==> config.mk <==
export PLATFORM = sky130hd
export DESIGN_NAME = arm_run_monitor_flat
export DESIGN_NICKNAME = d
export VERILOG_FILES = /design/src/rtl/arm_mon_pkg.sv /design/src/rtl/arm_run_monitor_if.sv /design/src/rtl/arm_halt_detect.sv /design/src/rtl/arm_run_monitor.sv /design/src/flat_wrapper.sv
export SDC_FILE = /design/constraint.sdc
export NUM_CORES = 1
export LEC_CHECK = 0
export ABC_AREA = 1
export CAP_MARGIN = 20
export CORE_AREA = 2 2 223 225
export DETAILED_ROUTE_END_ITERATION = 10
export DIE_AREA = 0 0 225 227
export HOLD_SLACK_MARGIN = 0.05
export SKIP_CTS_REPAIR_TIMING = 1
export SLEW_MARGIN = 20
export SYNTH_ARGS = -nofsm -noshare
export SYNTH_HDL_FRONTEND = slang
export SYNTH_SLANG_ARGS = --single-unit
export TNS_END_PERCENT = 50
==> constraint.sdc <==
create_clock -name clk -period 3.4 [get_ports clk]
set_clock_uncertainty 0.15 [all_clocks]
set_input_delay 0.68 -clock clk [delete_from_list [all_inputs] [get_ports clk]]
set_output_delay 0.68 -clock clk [all_outputs]
set_load 0.1 [all_outputs]
==> src/rtl/arm_mon_pkg.sv <==
// Shared types and default sizing for the ARM run monitor.
// Holds the controller state encoding and the default parameter values.
package arm_mon_pkg;

  typedef enum logic [2:0] {
    StIdle,
    StHold,
    StRun,
    StCheck,
    StDone
  } mon_state_e;

  localparam int unsigned DefDataW      = 32;
  localparam int unsigned DefNumWatch   = 7;
  localparam int unsigned DefCntW       = 16;
  localparam int unsigned DefRstCycles  = 2;
  localparam int unsigned DefStallLimit = 8;
  localparam int unsigned DefTimeout    = 1000;

endpackage

==> src/rtl/arm_run_monitor_if.sv <==
// Observation and result signals exchanged between the run monitor and its environment.
// The environment (CPU side and test harness) is master; the monitor is slave.
interface arm_run_monitor_if #(
  parameter int unsigned DATA_W    = 32,
  parameter int unsigned NUM_WATCH = 7,
  parameter int unsigned CNT_W     = 16
);
  logic                          start;
  logic [DATA_W-1:0]             pc_if;
  logic [DATA_W-1:0]             instruction_if;
  logic [NUM_WATCH*DATA_W-1:0]   watch_data;
  logic [NUM_WATCH*DATA_W-1:0]   expect_data;
  logic [NUM_WATCH-1:0]          expect_mask;
  logic                          cpu_rst;
  logic                          running;
  logic                          done;
  logic                          pass;
  logic                          timeout;
  logic [CNT_W-1:0]              cycle_count;
  logic [CNT_W-1:0]              instr_count;
  logic [NUM_WATCH-1:0]          mismatch_vec;

  modport master (
    output start, pc_if, instruction_if, watch_data, expect_data, expect_mask,
    input  cpu_rst, running, done, pass, timeout, cycle_count, instr_count, mismatch_vec
  );

  modport slave (
    input  start, pc_if, instruction_if, watch_data, expect_data, expect_mask,
    output cpu_rst, running, done, pass, timeout, cycle_count, instr_count, mismatch_vec
  );
endinterface

==> src/rtl/arm_halt_detect.sv <==
// Detects a halted CPU: the fetch PC unchanged for STALL_LIMIT consecutive RUN cycles.
// halt_o is combinational so the controller can leave RUN on the same edge.
module arm_halt_detect #(
  parameter int unsigned DATA_W      = 32,
  parameter int unsigned STALL_LIMIT = 8
) (
  input  logic              clk,
  input  logic              rst,
  input  logic              en_i,
  input  logic              first_i,
  input  logic [DATA_W-1:0] pc_i,
  output logic              halt_o
);
  localparam int unsigned SameW = $clog2(STALL_LIMIT + 1);

  logic [DATA_W-1:0] pc_prev_q;
  logic [SameW-1:0]  same_cnt_q, same_cnt_d;

  // pc_prev_q is meaningless on the first RUN cycle, so the count restarts there.
  always_comb begin
    same_cnt_d = same_cnt_q;
    if (en_i) begin
      if (first_i || (pc_i != pc_prev_q)) begin
        same_cnt_d = '0;
      end else begin
        same_cnt_d = same_cnt_q + 1'b1;
      end
    end
  end

  assign halt_o = en_i && (same_cnt_d == SameW'(STALL_LIMIT));

  always_ff @(posedge clk) begin
    if (rst) begin
      pc_prev_q  <= '0;
      same_cnt_q <= '0;
    end else if (en_i) begin
      pc_prev_q  <= pc_i;
      same_cnt_q <= same_cnt_d;
    end
  end

endmodule

==> src/rtl/arm_run_monitor.sv <==
// Run controller and result checker: holds the CPU in reset, runs it until halt or timeout,
// then compares watched memory words against expected values.
module arm_run_monitor
  import arm_mon_pkg::*;
#(
  parameter int unsigned DATA_W      = DefDataW,
  parameter int unsigned NUM_WATCH   = DefNumWatch,
  parameter int unsigned CNT_W       = DefCntW,
  parameter int unsigned RST_CYCLES  = DefRstCycles,
  parameter int unsigned STALL_LIMIT = DefStallLimit,
  parameter int unsigned TIMEOUT     = DefTimeout
) (
  input  logic               clk,
  input  logic               rst,
  arm_run_monitor_if.slave   bus
);
  localparam int unsigned HoldW = $clog2(RST_CYCLES + 1);

  mon_state_e           state_q;
  logic [HoldW-1:0]     hold_q;
  logic                 cpu_rst_q, running_q, done_q, pass_q, timeout_q;
  logic [CNT_W-1:0]     cycle_count_q, cycle_count_d;
  logic [CNT_W-1:0]     instr_count_q, instr_count_d;
  logic [NUM_WATCH-1:0] mismatch_q, mismatch_d;
  logic                 halt, run_tmo, in_run;

  assign in_run = (state_q == StRun);

  arm_halt_detect #(
    .DATA_W      (DATA_W),
    .STALL_LIMIT (STALL_LIMIT)
  ) u_halt_detect (
    .clk     (clk),
    .rst     (rst),
    .en_i    (in_run),
    .first_i (cycle_count_q == '0),
    .pc_i    (bus.pc_if),
    .halt_o  (halt)
  );

  assign cycle_count_d = cycle_count_q + 1'b1;
  assign run_tmo       = (cycle_count_d == CNT_W'(TIMEOUT));

  always_comb begin
    instr_count_d = instr_count_q;
    if ((bus.instruction_if != '0) && (instr_count_q != '1)) begin
      instr_count_d = instr_count_q + 1'b1;
    end
  end

  for (genvar g = 0; g < NUM_WATCH; g++) begin : g_cmp
    assign mismatch_d[g] = bus.expect_mask[g] &&
        (bus.watch_data[g*DATA_W +: DATA_W] != bus.expect_data[g*DATA_W +: DATA_W]);
  end

  always_ff @(posedge clk) begin
    if (rst) begin
      state_q       <= StIdle;
      hold_q        <= '0;
      cpu_rst_q     <= 1'b1;
      running_q     <= 1'b0;
      done_q        <= 1'b0;
      pass_q        <= 1'b0;
      timeout_q     <= 1'b0;
      cycle_count_q <= '0;
      instr_count_q <= '0;
      mismatch_q    <= '0;
    end else begin
      unique case (state_q)
        StIdle, StDone: begin
          if (bus.start) begin
            state_q       <= StHold;
            hold_q        <= HoldW'(RST_CYCLES);
            cpu_rst_q     <= 1'b1;
            running_q     <= 1'b0;
            done_q        <= 1'b0;
            pass_q        <= 1'b0;
            timeout_q     <= 1'b0;
            cycle_count_q <= '0;
            instr_count_q <= '0;
            mismatch_q    <= '0;
          end
        end
        StHold: begin
          if (hold_q == '0) begin
            state_q   <= StRun;
            cpu_rst_q <= 1'b0;
            running_q <= 1'b1;
          end else begin
            hold_q <= hold_q - 1'b1;
          end
        end
        StRun: begin
          cycle_count_q <= cycle_count_d;
          instr_count_q <= instr_count_d;
          // A halt detected on the timeout cycle still counts as a clean stop.
          if (halt || run_tmo) begin
            state_q   <= StCheck;
            running_q <= 1'b0;
            timeout_q <= run_tmo && !halt;
          end
        end
        StCheck: begin
          state_q    <= StDone;
          mismatch_q <= mismatch_d;
          pass_q     <= !timeout_q && (mismatch_d == '0);
          done_q     <= 1'b1;
        end
        default: state_q <= StIdle;
      endcase
    end
  end

  assign bus.cpu_rst      = cpu_rst_q;
  assign bus.running      = running_q;
  assign bus.done         = done_q;
  assign bus.pass         = pass_q;
  assign bus.timeout      = timeout_q;
  assign bus.cycle_count  = cycle_count_q;
  assign bus.instr_count  = instr_count_q;
  assign bus.mismatch_vec = mismatch_q;

endmodule
==> src/flat_wrapper.sv <==
// flat-port wrapper written by rule: the top's interface ports become plain ports
module arm_run_monitor_flat import arm_mon_pkg::*;
#(
  parameter int unsigned DATA_W      = DefDataW,
  parameter int unsigned NUM_WATCH   = DefNumWatch,
  parameter int unsigned CNT_W       = DefCntW,
  parameter int unsigned RST_CYCLES  = DefRstCycles,
  parameter int unsigned STALL_LIMIT = DefStallLimit,
  parameter int unsigned TIMEOUT     = DefTimeout
)
  (clk, rst, bus_start, bus_pc_if, bus_instruction_if, bus_watch_data, bus_expect_data, bus_expect_mask, bus_cpu_rst, bus_running, bus_done, bus_pass, bus_timeout, bus_cycle_count, bus_instr_count, bus_mismatch_vec);
  arm_run_monitor_if #(.DATA_W(DATA_W), .NUM_WATCH(NUM_WATCH), .CNT_W(CNT_W)) bus_i ();
  input  logic clk;
  input  logic rst;
  input wire logic [$bits(bus_i.start)-1:0] bus_start;
  input wire logic [$bits(bus_i.pc_if)-1:0] bus_pc_if;
  input wire logic [$bits(bus_i.instruction_if)-1:0] bus_instruction_if;
  input wire logic [$bits(bus_i.watch_data)-1:0] bus_watch_data;
  input wire logic [$bits(bus_i.expect_data)-1:0] bus_expect_data;
  input wire logic [$bits(bus_i.expect_mask)-1:0] bus_expect_mask;
  output wire logic [$bits(bus_i.cpu_rst)-1:0] bus_cpu_rst;
  output wire logic [$bits(bus_i.running)-1:0] bus_running;
  output wire logic [$bits(bus_i.done)-1:0] bus_done;
  output wire logic [$bits(bus_i.pass)-1:0] bus_pass;
  output wire logic [$bits(bus_i.timeout)-1:0] bus_timeout;
  output wire logic [$bits(bus_i.cycle_count)-1:0] bus_cycle_count;
  output wire logic [$bits(bus_i.instr_count)-1:0] bus_instr_count;
  output wire logic [$bits(bus_i.mismatch_vec)-1:0] bus_mismatch_vec;
  assign bus_i.start = bus_start;
  assign bus_i.pc_if = bus_pc_if;
  assign bus_i.instruction_if = bus_instruction_if;
  assign bus_i.watch_data = bus_watch_data;
  assign bus_i.expect_data = bus_expect_data;
  assign bus_i.expect_mask = bus_expect_mask;
  assign bus_cpu_rst = bus_i.cpu_rst;
  assign bus_running = bus_i.running;
  assign bus_done = bus_i.done;
  assign bus_pass = bus_i.pass;
  assign bus_timeout = bus_i.timeout;
  assign bus_cycle_count = bus_i.cycle_count;
  assign bus_instr_count = bus_i.instr_count;
  assign bus_mismatch_vec = bus_i.mismatch_vec;
  arm_run_monitor #(.DATA_W(DATA_W), .NUM_WATCH(NUM_WATCH), .CNT_W(CNT_W), .RST_CYCLES(RST_CYCLES), .STALL_LIMIT(STALL_LIMIT), .TIMEOUT(TIMEOUT)) u_core (.clk(clk), .rst(rst), .bus(bus_i));
endmodule
==> insert_results.sql <==
INSERT INTO impl_metrics (metric_group, metric, value, unit) VALUES
('status', 'outcome', 'finished, final reports clean', ''),
('timing', 'finalHoldViolations', '0', ''),
('logic_synthesis', 'synthesis.area', '0.00736', 'mm^2'),
('power', 'power_density', '355', 'mW/mm^2'),
('floorplanning', 'placement_rows', '81', ''),
('layout', 'final_core_util', '28.8', '%'),
('worst_setup_path', 'critical_path_required', '3.50', 'ns'),
('worst_setup_path', 'critical_path_peak_fanout', '16', ''),
('clock_network', 'tritoncts.num_buffers', '9', ''),
('floorplanning', 'die_area', '0.0511', 'mm^2'),
('worst_setup_path', 'cp_data_arrival_time', '2.96', 'ns'),
('logic_synthesis', 'synth.lib_cells_used.distinct', '36', ''),
('timing', 'final.period_utilization', '84.1', '%'),
('routing', 'drt.antenna.violating_nets', '0', ''),
('timing', 'setup_tns', '0', 'ns'),
('timing', 'setup_viol', '0', ''),
('logic_synthesis', 'asyncSetResetFlopFracSynth', '0', '%'),
('logic_synthesis', 'yosysSeqAreaShare', '23.1', '%'),
('clock_network', 'ctsHtreeMaxLevel', '3', ''),
('clock_network', 'cts_tree', 'built', ''),
('routing', 'drtPass1Iterations', '5', ''),
('floorplanning', 'floorplan.initialDensity', '15.2', '%'),
('clock_network', 'insertion_delay', '0.36', 'ns'),
('logic_synthesis', 'yosysWarningCount', '0', ''),
('layout', 'area_growth', '90.3', '%'),
('routing', 'wl_per_cell', '25.4', 'um'),
('placed_design', 'placed_cell_areas', '0.0136', 'mm^2'),
('grt', 'grt_max_degree', '67', ''),
('timing', 'fin_hold_ws', '0.308', 'ns'),
('routing', 'avgViaCountPerCell', '4.23', ''),
('layout', 'post_route_cells_drive_above_1_share', '7.68', '%'),
('logic_synthesis', 'postSynthRegisterBits', '85', ''),
('logic_synthesis', 'synth_top_area_cell', 'sky130_fd_sc_hd__dfxtp_1', ''),
('floorplanning', 'design.core.area', '0.0485', 'mm^2'),
('placed_design', 'io_port_bufs', '565', ''),
('clock_network', 'cts.sinks', '85', ''),
('clock_network', 'cts.root.buffer_cell', 'sky130_fd_sc_hd__clkbuf_16', ''),
('power', 'p_total', '4970', 'uW'),
('layout', 'post-route-cell-area', '0.0140', 'mm^2'),
('routing', 'drc_marker_count_from_the_first_detailed_route_iteration', '621', ''),
('worst_setup_path', 'r2r.worst_path.cells', '12', ''),
('clock_network', 'clock_path_buffers', '2', ''),
('placed_design', 'routabilityCongestion', '1.18', ''),
('job', 'drv.max_cap_violation_count', '0', ''),
('logic_synthesis', 'synthFlopType', 'sky130_fd_sc_hd__dfxtp_1', ''),
('placed_design', 'detailedPlacementHpwl', '54.2', 'mm'),
('logic_synthesis', 'synth_top_area_share', '23.1', '%'),
('grt', 'global_route.usage.total', '22.8', '%'),
('worst_setup_path', 'worstSetupEndpointType', 'register', ''),
('timing', 'slew_headroom', '54.1', '%'),
('power', 'power.ir.vdd_worst', '0.287', 'mV'),
('clock_network', 'cts.clk_slew.worst_paths', '0.07', 'ns'),
('floorplanning', 'horizontal_die_dimension', '225', 'um'),
('worst_setup_path', 'worst-setup-path-type', 'register to register', ''),
('grt', 'grt.overflow.total', '0', ''),
('timing', 'slew_viol_final', '0', ''),
('grt', 'grt_pass1_vias', '9814', ''),
('floorplanning', 'boundaryPins', '566', ''),
('floorplanning', 'die_h', '227', 'um'),
('routing', 'totalWireLength', '59.6', 'mm'),
('grt', 'initial_antenna_violation_count', '62', ''),
('grt', 'global_route_wire_length_before_repair', '77.5', 'mm'),
('timing', 'min_period', '2.86', 'ns'),
('logic_synthesis', 'syn_nets', '1669', ''),
('routing', 'route.vias.total', '9918', ''),
('hold_path', 'min-delay-path-class', 'register to register', ''),
('logic_synthesis', 'synth_top_cells_by_area', 'sky130_fd_sc_hd__dfxtp_1 23%, sky130_fd_sc_hd__xnor2_1 15%, sky130_fd_sc_hd__nand2_1 13%', ''),
('timing', 'tightestPinTransition', '0.689', 'ns'),
('timing', 'fmax', '350', 'MHz'),
('logic_synthesis', 'synth_area_per_cell', '6.45', 'um^2'),
('hold_path', 'worst_hold_path.num_cells', '2', ''),
('routing', 'post-route-drc-count', '0', ''),
('layout', 'design.final.nets', '2228', ''),
('worst_setup_path', 'worst_setup_path_start_kind', 'register', ''),
('power', 'pleak', '0.00531', 'uW'),
('logic_synthesis', 'synth-edff-count', '0', ''),
('logic_synthesis', 'cell_count_after_synthesis', '1141', ''),
('timing', 'rsz0062_at_grt', 'false', '');
==> metrics by stage <==
| stage | setup slack [ns] | std cells |
|---|---|---|
| floorplan | 0.495 | 1141 |
| global placement | 0.417 | 2311 |
| detailed placement | 0.318 | 2311 |
| CTS | 0.525 | 2327 |
| global route | 0.200 | 2340 |
| finish | 0.540 | 2344 |
==> critical path: stages, from the launching register on <==
cell                      delay, ns
sky130_fd_sc_hd__dfxtp_1       0.46
sky130_fd_sc_hd__ha_1          0.25
sky130_fd_sc_hd__nand2_1       0.12
sky130_fd_sc_hd__nor3_2        0.35
sky130_fd_sc_hd__nand2_1       0.12
sky130_fd_sc_hd__nor3_1        0.22
sky130_fd_sc_hd__nor2_1        0.12
sky130_fd_sc_hd__o21ai_4       0.40
sky130_fd_sc_hd__inv_2         0.22
sky130_fd_sc_hd__nand2_1       0.15
sky130_fd_sc_hd__nor2_1        0.05
sky130_fd_sc_hd__o21ai_1       0.11
sky130_fd_sc_hd__nor2_1        0.05
==> layout by cell type (no fill, tap or decap), types with 2 or more instances in the layout <==
cell                              instances
sky130_fd_sc_hd__nand2_1                250
sky130_fd_sc_hd__diode_2                 17
sky130_fd_sc_hd__nor3b_1                  2
sky130_fd_sc_hd__nand3_1                 49
sky130_fd_sc_hd__xnor2_1                125
sky130_fd_sc_hd__or2_2                   49
sky130_fd_sc_hd__buf_4                   49
sky130_fd_sc_hd__nor3_4                   2
sky130_fd_sc_hd__o211ai_1                 2
sky130_fd_sc_hd__nor2_1                 128
sky130_fd_sc_hd__o2111ai_1                6
sky130_fd_sc_hd__a21oi_1                 50
sky130_fd_sc_hd__clkdlybuf4s50_1        521
sky130_fd_sc_hd__dfxtp_1                 85
sky130_fd_sc_hd__clkinv_1                 2
sky130_fd_sc_hd__nor3_1                  39
sky130_fd_sc_hd__o21ai_0                 52
sky130_fd_sc_hd__nor2_2                   2
sky130_fd_sc_hd__nor4_1                  15
sky130_fd_sc_hd__inv_6                    3
sky130_fd_sc_hd__clkbuf_16                9
sky130_fd_sc_hd__inv_1                  116
sky130_fd_sc_hd__a211oi_1                 8
sky130_fd_sc_hd__xor2_1                  68
sky130_fd_sc_hd__o21ai_1                  8
sky130_fd_sc_hd__nand4_1                 39
sky130_fd_sc_hd__bufinv_16                2
sky130_fd_sc_hd__ha_1                     6
sky130_fd_sc_hd__nor3_2                   2
sky130_fd_sc_hd__inv_2                    7
==> routing by layer <==
layer,track usage (%),routed length [um]
met1,27.4,25100
met2,40.1,29300
met3,5.18,3780
met4,7.28,1330
met5,0,77
==> worst paths after layout <==
kind	from	slack, ns	to
setup reg to reg	u_core.bus.instr_count[0]$_SDFFE_PP0P_	0.54	u_core.bus.instr_count[8]$_SDFFE_PP0P_
setup / recovery	u_core.bus.instr_count[0]$_SDFFE_PP0P_	0.54	u_core.bus.instr_count[8]$_SDFFE_PP0P_
hold / removal	u_core.bus.done$_SDFFE_PP0P_	0.31	u_core.bus.done$_SDFFE_PP0P_
hold reg to reg	u_core.bus.done$_SDFFE_PP0P_	0.31	u_core.bus.done$_SDFFE_PP0P_
==> area by class of cell <==
cell class	instances	area [um^2]
timing repair buffer	570	5580
tap	622	778
antenna	17	42.5
fill	5326	34500
multi-input combinational	909	5090
clock inverter	6	97.6
sequential	85	1700
clock buffer	10	239
inverter	125	469
==> flip-flops by register name, indices dropped and copies added (netlist names), 2 cells and up <==
signal	cells
u_core.bus.cycle_count	16
u_core.bus.instr_count	16
u_core.bus.mismatch_vec	7
u_core.hold_q	2
u_core.state_q	3
u_core.u_halt_detect.pc_prev_q	32
u_core.u_halt_detect.same_cnt_q	4
==> where the power goes <==
| part | total, uW | internal, uW | switching [uW] |
|---|---|---|---|
| clock network | 1170 | 679 | 488 |
| logic | 2460 | 1060 | 1400 |
| registers | 1340 | 1190 | 148 |
| total | 4970 | 2930 | 2030 |
==> synthesized netlist by cell type (2+ instances only) <==
cell,instances
sky130_fd_sc_hd__a211oi_1,8
sky130_fd_sc_hd__a21oi_1,50
sky130_fd_sc_hd__buf_4,3
sky130_fd_sc_hd__clkbuf_1,16
sky130_fd_sc_hd__clkinv_1,2
sky130_fd_sc_hd__dfxtp_1,85
sky130_fd_sc_hd__ha_1,6
sky130_fd_sc_hd__inv_1,116
sky130_fd_sc_hd__inv_2,7
sky130_fd_sc_hd__nand2_1,250
sky130_fd_sc_hd__nand3_1,49
sky130_fd_sc_hd__nand4_1,39
sky130_fd_sc_hd__nor2_1,128
sky130_fd_sc_hd__nor2_2,2
sky130_fd_sc_hd__nor3_1,39
sky130_fd_sc_hd__nor3_2,3
sky130_fd_sc_hd__nor3b_1,2
sky130_fd_sc_hd__nor4_1,15
sky130_fd_sc_hd__o2111ai_1,6
sky130_fd_sc_hd__o211ai_1,2
sky130_fd_sc_hd__o21ai_0,52
sky130_fd_sc_hd__o21ai_1,8
sky130_fd_sc_hd__or2_2,49
sky130_fd_sc_hd__xnor2_1,125
sky130_fd_sc_hd__xor2_1,68
==> cell families (layout without fill, tap and decap cells) <==
family	Yosys count	after routing	share of synthesized area, %
AOI/OAI and AO/OA	130	130	9.77
xor gates and xnor gates	193	193	23.0
adders and majority gates	6	6	1.02
buffers and inverters	147	711	7.77
DFF	85	85	23.1
other	0	17	0
and+or+nand+nor	580	580	35.4
Note: power is estimated with default switching activity, not from simulation.
==> patch (config.mk and constraints unchanged) <==
Set the package constant `DefRstCycles` to 4 (it was 2).
--- a/src/rtl/arm_mon_pkg.sv
+++ b/src/rtl/arm_mon_pkg.sv
@@ -14,5 +14,5 @@
   localparam int unsigned DefNumWatch   = 7;
   localparam int unsigned DefCntW       = 16;
-  localparam int unsigned DefRstCycles  = 2;
+  localparam int unsigned DefRstCycles  = 4;
   localparam int unsigned DefStallLimit = 8;
   localparam int unsigned DefTimeout    = 1000;
Function: changed (a bounded check fails within 10 cycles, from zero or initial values and one cycle with rst high).
==> patch against the unedited design <==
Utilization up 0.19 points. Clock power down 16%. Sequential cell count up 1. Highest routed layer unchanged. Total power down 2.4%. Synthesized area up 2.1%. Largest cell class unchanged. Setup slack better by 230 ps. Routed wire length down 18%. Design area up 0.66%. Die area unchanged.
==> patch: results (changes against the unedited design) <==
grtUsageTotal: 0.1841  # -0.04353
syn_area_per_cell_um2: 6.542  # +1.4%
synthXorXnorAreaFrac: 0.2295  # about the same
dr.first_iter.drc_count: 493  # -21%
status: "completed"
vdd_ir_drop_max_mv: 0.2389  # -17%
critical_path_peak_fanout: 26  # +10
use_met3: 0.06492  # +0.01316
grt_pass1_vias: 9608  # -2.1%
clock_path_buffers: 2  # unchanged
slowest_stage: "nor3_4"
wl_um: 48700  # -18%
wl_met3_um: 4972  # +32%
wl_met2_um: 21920  # -25%
cts_buffers: 9  # unchanged
synth_common_cells: "nand2_1, nor2_1, inv_1"
gp_congestion: 0.9225  # -22%
synthArstFlopShare: 0  # unchanged
root_buffer: "clkbuf_16"
ctsHtreeMaxLevel: 3  # unchanged
clock_latency_ps: 360  # about the same
met1_usage: 0.2146  # -0.05953
hold_viol: 0  # unchanged
synthAdderAreaFrac: 0.01165  # +0.001452
gr-usage-met2: 0.2998  # -0.1010
clk_pin_slew_ps: 70  # about the same
leakagePower_nw: 5.466  # +2.9%
layout.nets: 2240  # +0.54%
netlist.area_leader.share: 0.2290  # -0.002147
largest_reg_flops: 32  # unchanged
grt_max_degree: 39  # -42%
synth_area_leaders: "dfxtp_1, xnor2_1, nand2_1"
grt_first_pass_wirelength_um: 65230  # -16%
yosys.area.top_type: "dfxtp_1"
vias: 9652  # -2.7%
hpwl_um: 43860  # -19%
largest_register: "u_core.u_halt_detect.pc_prev_q"
drive_gt1_frac: 0.08741  # +0.01058
synth_nets: 1678  # +0.54%
wl_met1_um: 19300  # -23%
muxShareOfSynthArea: 0  # unchanged
crit_family: "simple AND/OR/NAND/NOR gates"
synth_warnings: 0  # unchanged
tightest_slew_ps: 557.7  # -131.3 ps
synthDistinctLibCells: 42  # +17%
yosysSeqAreaShare: 0.2290  # -0.002147
arrival_ps: 2730  # -230 ps
slowest_delay_ps: 450
fill_cells: 5224  # -1.9%
synth_compound_area_frac: 0.09837  # +0.0006296
grt_antenna_before_repair: 50  # -19%
## patch: cell types whose count changed in the layout (fill, tap and decap cells not counted), sizes merged, moves of 2 or more
cell and change:
nor2 +15, clkinv +4, diode -5, bufinv -2, nand2 -10, nor4 +2, o2111ai -2, xor2 +23
xnor2 -19, nand4 -5, a211oi +2, buf +4
## patch: metrics by stage
step / cell area (µm²) / setup WS (ps) / utilization / total power [W] / cells
final: 14100 / 773.4 / 0.2904 / 0.004845 / 2350
after global routing: 14090 / 524.2 / 0.2902 / 0.005195 / 2347
after CTS: 14070 / 784.8 / 0.2898 / 0.004929 / 2338
after detailed placement: 13790 / 481.8 / 0.2841 / 0.003893 / 2322
after global placement: 13790 / 522.4 / 0.2841 / 0.003839 / 2322
after floorplan: 7517 / 464.0 / - / 0.002820 / 1149
## patch: final timing paths
path	slack [ps]	end	startpoint	depth (start not counted)
setup / recovery	770	u_core.state_q[1]	u_core.state_q[1]	12
hold / removal	300	u_core.bus.done	u_core.bus.done	2
setup reg to reg	770	u_core.state_q[1]	u_core.state_q[1]	12
hold reg to reg	300	u_core.bus.done	u_core.bus.done	2
## patch: report_power, final
part / internal (W) / total [W] / leakage (nW) / switching [W]
Combinational: 0.00111 / 0.00250 / 4.63 / 0.00140
Clock: 0.000498 / 0.000981 / 0.136 / 0.000483
Sequential: 0.00121 / 0.00136 / 0.699 / 0.000151
## patch: area by class of cell
type / count / share of cell area
diodes: 12 / 0.002130
flip-flops and latches: 86 / 0.1221
clock inverters: 7 / 0.003461
clock buffers: 9 / 0.01598
repair buffers: 573 / 0.3973
multi-input cells: 914 / 0.3691
inverters: 127 / 0.03470
well taps: 622 / 0.05521
